[src/rtl/instruction_memory_loader_if.sv]
// Byte-stream and memory-write signal bundle for the instruction memory loader.
// The slave modport is the loader; the master modport is the stream source / memory observer.
interface instruction_memory_loader_if #(
  parameter int ADDR_WIDTH = 64
);
  logic                  Start;
  logic [15:0]           WordCount;
  logic [7:0]            ByteIn;
  logic                  ByteValid;
  logic                  ByteReady;
  logic                  WriteEnable;
  logic [ADDR_WIDTH-1:0] WriteAddress;
  logic [31:0]           WriteData;
  logic                  Busy;
  logic                  Done;
  logic                  Error;

  modport slave (
    input  Start, WordCount, ByteIn, ByteValid,
    output ByteReady, WriteEnable, WriteAddress, WriteData, Busy, Done, Error
  );

  modport master (
    output Start, WordCount, ByteIn, ByteValid,
    input  ByteReady, WriteEnable, WriteAddress, WriteData, Busy, Done, Error
  );
endinterface

[src/rtl/instruction_memory_loader.sv]
// Assembles a little-endian byte stream into 32-bit words and writes them to
// consecutive instruction memory word addresses starting at BASE_ADDRESS.
module instruction_memory_loader #(
  parameter int                    ADDR_WIDTH   = 64,
  parameter logic [ADDR_WIDTH-1:0] BASE_ADDRESS = '0,
  parameter logic [ADDR_WIDTH-1:0] ADDR_STEP    = {{(ADDR_WIDTH-1){1'b0}}, 1'b1},
  parameter int                    MAX_WORDS    = 256
) (
  input logic                         Clock,
  input logic                         Reset,
  instruction_memory_loader_if.slave  bus
);

  localparam logic [15:0] MAX_WORDS_W = 16'(MAX_WORDS);

  typedef enum logic [1:0] {
    S_IDLE    = 2'd0,
    S_COLLECT = 2'd1,
    S_WRITE   = 2'd2,
    S_FINISH  = 2'd3
  } state_t;

  state_t                state_q, state_d;
  logic [1:0]            byte_cnt_q, byte_cnt_d;
  logic [15:0]           word_cnt_q, word_cnt_d;
  logic [15:0]           count_q, count_d;
  logic [ADDR_WIDTH-1:0] addr_q, addr_d;
  logic [31:0]           data_q, data_d;
  logic                  error_q, error_d;

  // State and datapath registers; reset drops any partially assembled word.
  always_ff @(posedge Clock or negedge Reset) begin
    if (!Reset) begin
      state_q    <= S_IDLE;
      byte_cnt_q <= 2'd0;
      word_cnt_q <= 16'd0;
      count_q    <= 16'd0;
      addr_q     <= BASE_ADDRESS;
      data_q     <= 32'd0;
      error_q    <= 1'b0;
    end else begin
      state_q    <= state_d;
      byte_cnt_q <= byte_cnt_d;
      word_cnt_q <= word_cnt_d;
      count_q    <= count_d;
      addr_q     <= addr_d;
      data_q     <= data_d;
      error_q    <= error_d;
    end
  end

  // Next-state and datapath update logic.
  always_comb begin
    state_d    = state_q;
    byte_cnt_d = byte_cnt_q;
    word_cnt_d = word_cnt_q;
    count_d    = count_q;
    addr_d     = addr_q;
    data_d     = data_q;
    error_d    = error_q;
    case (state_q)
      S_IDLE: begin
        if (bus.Start) begin
          count_d    = bus.WordCount;
          error_d    = 1'b0;
          addr_d     = BASE_ADDRESS;
          word_cnt_d = 16'd0;
          byte_cnt_d = 2'd0;
          if (bus.WordCount == 16'd0) begin
            state_d = S_FINISH;
          end else if (bus.WordCount > MAX_WORDS_W) begin
            error_d = 1'b1;
            state_d = S_IDLE;
          end else begin
            state_d = S_COLLECT;
          end
        end else begin
          state_d = S_IDLE;
        end
      end
      S_COLLECT: begin
        if (bus.ByteValid) begin
          data_d[{byte_cnt_q, 3'b000} +: 8] = bus.ByteIn;
          byte_cnt_d = byte_cnt_q + 2'd1;
          if (byte_cnt_q == 2'd3) begin
            state_d = S_WRITE;
          end else begin
            state_d = S_COLLECT;
          end
        end else begin
          state_d = S_COLLECT;
        end
      end
      S_WRITE: begin
        word_cnt_d = word_cnt_q + 16'd1;
        if (word_cnt_d == count_q) begin
          state_d = S_FINISH;
        end else begin
          // Wraps modulo 2^ADDR_WIDTH by construction.
          addr_d  = addr_q + ADDR_STEP;
          state_d = S_COLLECT;
        end
      end
      S_FINISH: begin
        state_d = S_IDLE;
      end
      default: begin
        state_d = S_IDLE;
      end
    endcase
  end

  assign bus.ByteReady    = (state_q == S_COLLECT);
  assign bus.WriteEnable  = (state_q == S_WRITE);
  assign bus.Done         = (state_q == S_FINISH);
  assign bus.Busy         = (state_q != S_IDLE);
  assign bus.WriteAddress = addr_q;
  assign bus.WriteData    = data_q;
  assign bus.Error        = error_q;

endmodule

[src/flat_wrapper.sv]
// flat-port wrapper written by rule: the top's interface ports become plain ports
module instruction_memory_loader_flat 
#(
  parameter int                    ADDR_WIDTH   = 64,
  parameter logic [ADDR_WIDTH-1:0] BASE_ADDRESS = '0,
  parameter logic [ADDR_WIDTH-1:0] ADDR_STEP    = {{(ADDR_WIDTH-1){1'b0}}, 1'b1},
  parameter int                    MAX_WORDS    = 256
)
  (Clock, Reset, bus_Start, bus_WordCount, bus_ByteIn, bus_ByteValid, bus_ByteReady, bus_WriteEnable, bus_WriteAddress, bus_WriteData, bus_Busy, bus_Done, bus_Error);
  instruction_memory_loader_if #(.ADDR_WIDTH(ADDR_WIDTH)) bus_i ();
  input logic Clock;
  input logic Reset;
  input wire logic [$bits(bus_i.Start)-1:0] bus_Start;
  input wire logic [$bits(bus_i.WordCount)-1:0] bus_WordCount;
  input wire logic [$bits(bus_i.ByteIn)-1:0] bus_ByteIn;
  input wire logic [$bits(bus_i.ByteValid)-1:0] bus_ByteValid;
  output wire logic [$bits(bus_i.ByteReady)-1:0] bus_ByteReady;
  output wire logic [$bits(bus_i.WriteEnable)-1:0] bus_WriteEnable;
  output wire logic [$bits(bus_i.WriteAddress)-1:0] bus_WriteAddress;
  output wire logic [$bits(bus_i.WriteData)-1:0] bus_WriteData;
  output wire logic [$bits(bus_i.Busy)-1:0] bus_Busy;
  output wire logic [$bits(bus_i.Done)-1:0] bus_Done;
  output wire logic [$bits(bus_i.Error)-1:0] bus_Error;
  assign bus_i.Start = bus_Start;
  assign bus_i.WordCount = bus_WordCount;
  assign bus_i.ByteIn = bus_ByteIn;
  assign bus_i.ByteValid = bus_ByteValid;
  assign bus_ByteReady = bus_i.ByteReady;
  assign bus_WriteEnable = bus_i.WriteEnable;
  assign bus_WriteAddress = bus_i.WriteAddress;
  assign bus_WriteData = bus_i.WriteData;
  assign bus_Busy = bus_i.Busy;
  assign bus_Done = bus_i.Done;
  assign bus_Error = bus_i.Error;
  instruction_memory_loader #(.ADDR_WIDTH(ADDR_WIDTH), .BASE_ADDRESS(BASE_ADDRESS), .ADDR_STEP(ADDR_STEP), .MAX_WORDS(MAX_WORDS)) u_core (.Clock(Clock), .Reset(Reset), .bus(bus_i));
endmodule
[config.mk]
export PLATFORM = sky130hd
export DESIGN_NAME = instruction_memory_loader_flat
export DESIGN_NICKNAME = d
export VERILOG_FILES = /design/src/rtl/instruction_memory_loader_if.sv /design/src/rtl/instruction_memory_loader.sv /design/src/flat_wrapper.sv
export SDC_FILE = /design/constraint.sdc
export NUM_CORES = 1
export LEC_CHECK = 0
export CAP_MARGIN = 20
export CORE_MARGIN = 5
export CORE_UTILIZATION = 35
export CTS_BUF_LIST = sky130_fd_sc_hd__clkbuf_2
export DETAILED_ROUTE_END_ITERATION = 8
export PLACE_DENSITY = 0.57
export SETUP_SLACK_MARGIN = 0.3
export SYNTH_ARGS = -nofsm -noshare
export SYNTH_HDL_FRONTEND = slang
export SYNTH_SLANG_ARGS = --single-unit
export TNS_END_PERCENT = 5
[constraint.sdc]
create_clock -name Clock -period 9 [get_ports Clock]
set_clock_uncertainty 0.05 [all_clocks]
set_input_delay 0.9 -clock Clock [delete_from_list [all_inputs] [get_ports Clock]]
set_output_delay 0.9 -clock Clock [all_outputs]
set_load 0.005 [all_outputs]
== Word-level counts from Yosys, hierarchy flattened ==
Index checks and enable logic that the tools add are counted.

* Output and inout bits: 101
* Word-level logic and storage cells: 50
* Bits of input ports: 28
* Register bits: 133

* Add/sub/neg operators: 4
* Reduce and logical (&&, ||, !) cells: 10
* Shifts and indexed selects: 2
* Magnitude comparators: 1
* Eq/ne operators: 8
* Mux-type cells: 18

{| class="wikitable"
|+ Operators by type and width
! kind !! count
|-
| 64-bit 2-to-1 mux || 2
|-
| 64-bit one-hot mux with 2 select lines || 1
|-
| 64-bit by 1-bit adder with 64-bit output (second input constant) || 1
|-
| 32-bit bitwise mux || 1
|-
| 16-bit one-hot mux with 2 select lines || 1
|-
| 8-bit by 7-bit variable shift with 32-bit output (first input constant) || 1
|-
| 8-bit by 7-bit variable part select with 32-bit output || 1
|-
| 16-bit by 1-bit adder with 16-bit output (second input constant) || 1
|-
| 16-bit == test || 1
|-
| 16-bit by 9-bit greater-than comparator with 1-bit output (second input constant) || 1
|-
| 16-bit zero test || 1
|-
| 16-bit 2-to-1 mux || 1
|-
| 2-bit 2-to-1 mux || 7
|-
| 2-bit one-hot mux with 4 select lines || 1
|-
| 5-bit negation with 7-bit output || 1
|-
| 2-bit == test (second input constant) || 3
|-
| 2-bit inequality test (second input constant) || 3
|-
| 2-bit AND reduction || 3
|-
| 3-bit AND reduction || 2
|-
| 2-bit nonzero test || 3
|-
| 2-bit one-hot mux with 2 select lines || 1
|-
| 1-bit 2-to-1 mux || 3
|-
| 2-bit by 1-bit adder with 2-bit output (second input constant) || 1
|-
| 2-bit by 1-bit == test with 1-bit output (second input constant) || 1
|-
| 2-bit zero test || 1
|}

== Depth between registers and ports, before layout ==
* Word-level depth: 5
* Mapped depth: 12
* Gate-level depth less buffers: 8

== Worst setup path after synthesis ==
OpenSTA, ideal clock, no wires.

* Path kind: flip-flop to flip-flop
* Start: reg u_core.word_cnt_q[0]
* End: reg u_core.addr_q[5] (netlist: u_core.bus.WriteAddress[5])
* Data arrival time: 2.725 ns
* Data required time: 8.823 ns
* Path buffers: 2
* Clock period less this slack: 2.902 ns
* Slack: 6.098 ns
* Cell stages (with the launch flop): 10
* Setup time: 0.127 ns
* Path through: dfrtp_1 > ha_1 > nand4_1 > nor4_1 > xnor2_1 > nand2_1 > or4_1 > buf_2 > clkbuf_1 > a221o_2

* Cells in the longest elaborated chain, start to end: 4

{| class="wikitable"
|+ Ends and longest elaborated chain
! item !! line !! text
|-
| start, declared || instruction_memory_loader.sv:25 || <nowiki>logic [15:0] word_cnt_q, word_cnt_d;</nowiki>
|-
| start signal, assigned || instruction_memory_loader.sv:44 || <nowiki>word_cnt_q <= word_cnt_d;</nowiki>
|-
| 16-bit by 1-bit adder with 16-bit output || instruction_memory_loader.sv:95 || <nowiki>word_cnt_d = word_cnt_q + 16'd1;</nowiki>
|-
| 16-bit == test || instruction_memory_loader.sv:96 || <nowiki>if (word_cnt_d == count_q) begin</nowiki>
|-
| 2-bit inequality test (no line) || n/a ||
|-
| 3-bit AND reduction (no line) || n/a ||
|-
| end signal, assigned || instruction_memory_loader.sv:46 || <nowiki>addr_q <= addr_d;</nowiki>
|-
| end, declared || instruction_memory_loader.sv:27 || <nowiki>logic [ADDR_WIDTH-1:0] addr_q, addr_d;</nowiki>
|}

Every way passes these cells.
A chain may end at the register's enable or synchronous reset.

== Worst setup path in the final report ==
* Start: reg u_core.word_cnt_q[0]
* End: reg u_core.addr_q[0] (netlist: u_core.bus.WriteAddress[0])

The elaborated chain is that of the path after synthesis.

==> qor.yml <==
starting_drt_drc_count: 360
postRouteWirelength_um: 21900
worst_skew_pair.late_latency_ns: 0.75
synth-edff-count: 0
post-cts-setup-buffer-count: 0
crit_path_top_delay_cell: "sky130_fd_sc_hd__or4_2"
clk_path_buf_depth: 2
slack_of_the_worst_reg_to_reg_path_ns: 5.32
cts_buffers: 17
rsz_0062_raised_after_global_routing: "false"
critical_path.cell_chain: "ha_1 -> nand4_1 -> nor4_1 -> xnor2_1 -> nand2_1 -> or4_2 -> a21oi_4 -> mux2_2"
design.portCount: 129
die_width_um: 157
dieHeight_um: 157
timing.rr.start: "u_core.word_cnt_q[0]"
setup_total_negative_slack_ns: 0
ff2ff_path_depth: 8
worstReg2RegEnd: "u_core.bus.WriteAddress[0]"
synthFlopType: "sky130_fd_sc_hd__dfrtp_1"
clk_root_buffer_cell: "sky130_fd_sc_hd__clkbuf_2"
grt_overflow: 0
postSynthRegisterBits: 133
tritoncts_clock_tree: "built"
postSynthCellCount: 864
die_footprint_um2: 24600
hold_ws_ns: 0.135
synthesized_netlist_net_count: 899
worstSetupPathType: "register to register"
power-per-cell-area_nw_per_um2: 124
core_region_area_um2: 21200
result_of_the_run: "completed"
path_delay_family: "simple AND/OR/NAND/NOR gates"
synthesis.area_um2: 7550
detailedRoute.firstPassIterationCount: 5
grt_start_max_net_pins: 83
place_congestion: 0.831
fillers: 2077
fmax_mhz: 272
vias: 6873
finalMaxSlewViolations: 0
cp-start-kind: "register"
cp_data_arrival_time_ns: 4.31
grt_pass1_wl_um: 36000
cap_viol_max_count: 0
clkSinkCount: 133
min_period_over_period_pct: 40.8
antenna_left: 0
worst_setup_path_end_kind: "register"
final_common_cell: "sky130_fd_sc_hd__nand2_1"
port_buffer_count: 128
yosys_warnings: 0
finalNetCount: 1003
synth_async_sr_flop_share_pct: 100
path_clk_slew_ns: 0.25
ys_seq_area_share_pct: 44.1
timing.critical_path.buf_inv: 0
setup_slack_at_placement_ns: 5.38
fin_crit_ns: 3.68
leakage_nw: 3.78
cp.required_ns: 9.63
grt_pass1_vias: 6658
wire_per_inst_um: 17.4
drcViolationCount: 0
synth.distinct_cells: 65
worst_ir_drop_vdd_mv: 0.0578
ctsHtreeMaxLevel: 4
cp_max_fo: 28
dp_hpwl_um: 14600
cts_hold_buffers: 0
tightest_slew_ns: 0.949
grt_antenna_before_repair: 2
routed_via_density: 5.46
start_util_pct: 35.7
grtUsageTotal_pct: 18.2
cp_slowest_stage_delay_ns: 0.74
layout.cells.most_common_list: "202 x sky130_fd_sc_hd__nand2_1, 133 x sky130_fd_sc_hd__dfrtp_1, 127 x sky130_fd_sc_hd__clkdlybuf4s50_1"
final_core_density_pct: 43.7
timing.max_slew.rel_slack_pct: 36.6
finalSetupViolations: 0
ctsResizeCount: 0
slack_of_the_critical_path_ns: 5.32
areaGrowthSynthToFinish_pct: 22.5
placement_rows: 53
timing_hold_violations_final: 0
min_path_type: "primary input to async pin"
drive_above_1_share_pct: 7.65
synth_area_per_cell_um2: 8.73
## cell families (layout without fill, tap and decap cells)
logic type,after synthesis,after routing,share of synthesized area (%)
compound gates,154,154,14.3
xor+xnor,25,25,3.47
fa+ha+maj,7,7,1.16
buf+inv,62,179,3.88
flops,133,133,44.1
mux,12,12,1.61
other cells,0,2,0
simple gates,471,471,31.5
## how the worst max path moves through the flow
stage | startpoint | to | slack, ns | cells past startpoint
after global routing | u_core.word_cnt_q[0] | u_core.bus.WriteAddress[0] | 5.11 | 8
after detailed placement | u_core.word_cnt_q[0] | u_core.bus.WriteAddress[0] | 5.38 | 8
after CTS | u_core.word_cnt_q[0] | u_core.bus.WriteAddress[0] | 5.32 | 8
final | u_core.word_cnt_q[0] | u_core.bus.WriteAddress[0] | 5.32 | 8
after global placement | u_core.word_cnt_q[0] | u_core.bus.WriteAddress[0] | 5.46 | 8
after floorplan | u_core.word_cnt_q[0] | u_core.bus.WriteAddress[5] | 6.10 | 9
## synth_stat cells (8+ instances only)
master / instances / area share (%)
sky130_fd_sc_hd__a21oi_1: 9 / 0.60
sky130_fd_sc_hd__nor3_1: 38 / 2.5
sky130_fd_sc_hd__and3_1: 26 / 2.2
sky130_fd_sc_hd__or2_2: 8 / 0.66
sky130_fd_sc_hd__xnor2_1: 13 / 1.5
sky130_fd_sc_hd__nor2_1: 43 / 2.1
sky130_fd_sc_hd__dfrtp_1: 133 / 44
sky130_fd_sc_hd__a22o_1: 8 / 0.93
sky130_fd_sc_hd__nor4_1: 28 / 2.3
sky130_fd_sc_hd__o21ai_0: 63 / 4.2
sky130_fd_sc_hd__a221o_1: 21 / 2.8
sky130_fd_sc_hd__nand2_1: 203 / 10
sky130_fd_sc_hd__nand4_1: 23 / 1.9
sky130_fd_sc_hd__nand3_1: 42 / 2.8
sky130_fd_sc_hd__mux2i_1: 11 / 1.5
sky130_fd_sc_hd__inv_1: 10 / 0.50
sky130_fd_sc_hd__clkbuf_1: 35 / 1.7
sky130_fd_sc_hd__o211ai_1: 16 / 1.6
sky130_fd_sc_hd__xor2_1: 9 / 1.0
## power by group
| group | switching, mW | internal [mW] |
|---|---|---|
| Sequential | 0.0157 | 0.619 |
| Combinational | 0.0629 | 0.0556 |
| Clock | 0.259 | 0.135 |
## routing by layer
layer	global-route usage, %	share of wire (%)	vias up
met4	4.50	1.3	0
li1	-	-	3351
met3	4.62	6.0	21
met5	0	0	-
met2	28.4	46	170
met1	25.5	47	3331
## final cells by class
type	count	area [µm²]	share of cell area [%]
Clock inverter	15	168	1.81
Multi-Input combinational cell	669	3930	42.5
Inverter	11	41.3	0.447
Timing Repair Buffer	136	1340	14.5
Clock buffer	17	85.1	0.920
Tap cell	275	344	3.72
Antenna cell	2	5.00	0.0541
Sequential cell	133	3330	36.0
## per-stage QoR
| stage | cell area (µm²) | instances | total power [mW] |
|---|---|---|---|
| after floorplan | 7550 | 864 | 0.693 |
| after global placement | 8990 | 1224 | 0.765 |
| after detailed placement | 8990 | 1224 | 0.767 |
| after CTS | 9240 | 1256 | 1.17 |
| after global routing | 9250 | 1258 | 1.21 |
| final | 9250 | 1258 | 1.15 |
## sequential cells by signal, indices dropped and copies added, names as in the netlist
name	cells
u_core.count_q	16
u_core.word_cnt_q	16
u_core.bus.Error	1
u_core.byte_cnt_q	2
u_core.state_q	2
u_core.bus.WriteData	32
u_core.bus.WriteAddress	64
No activity file was read; power rests on OpenSTA's default activity.
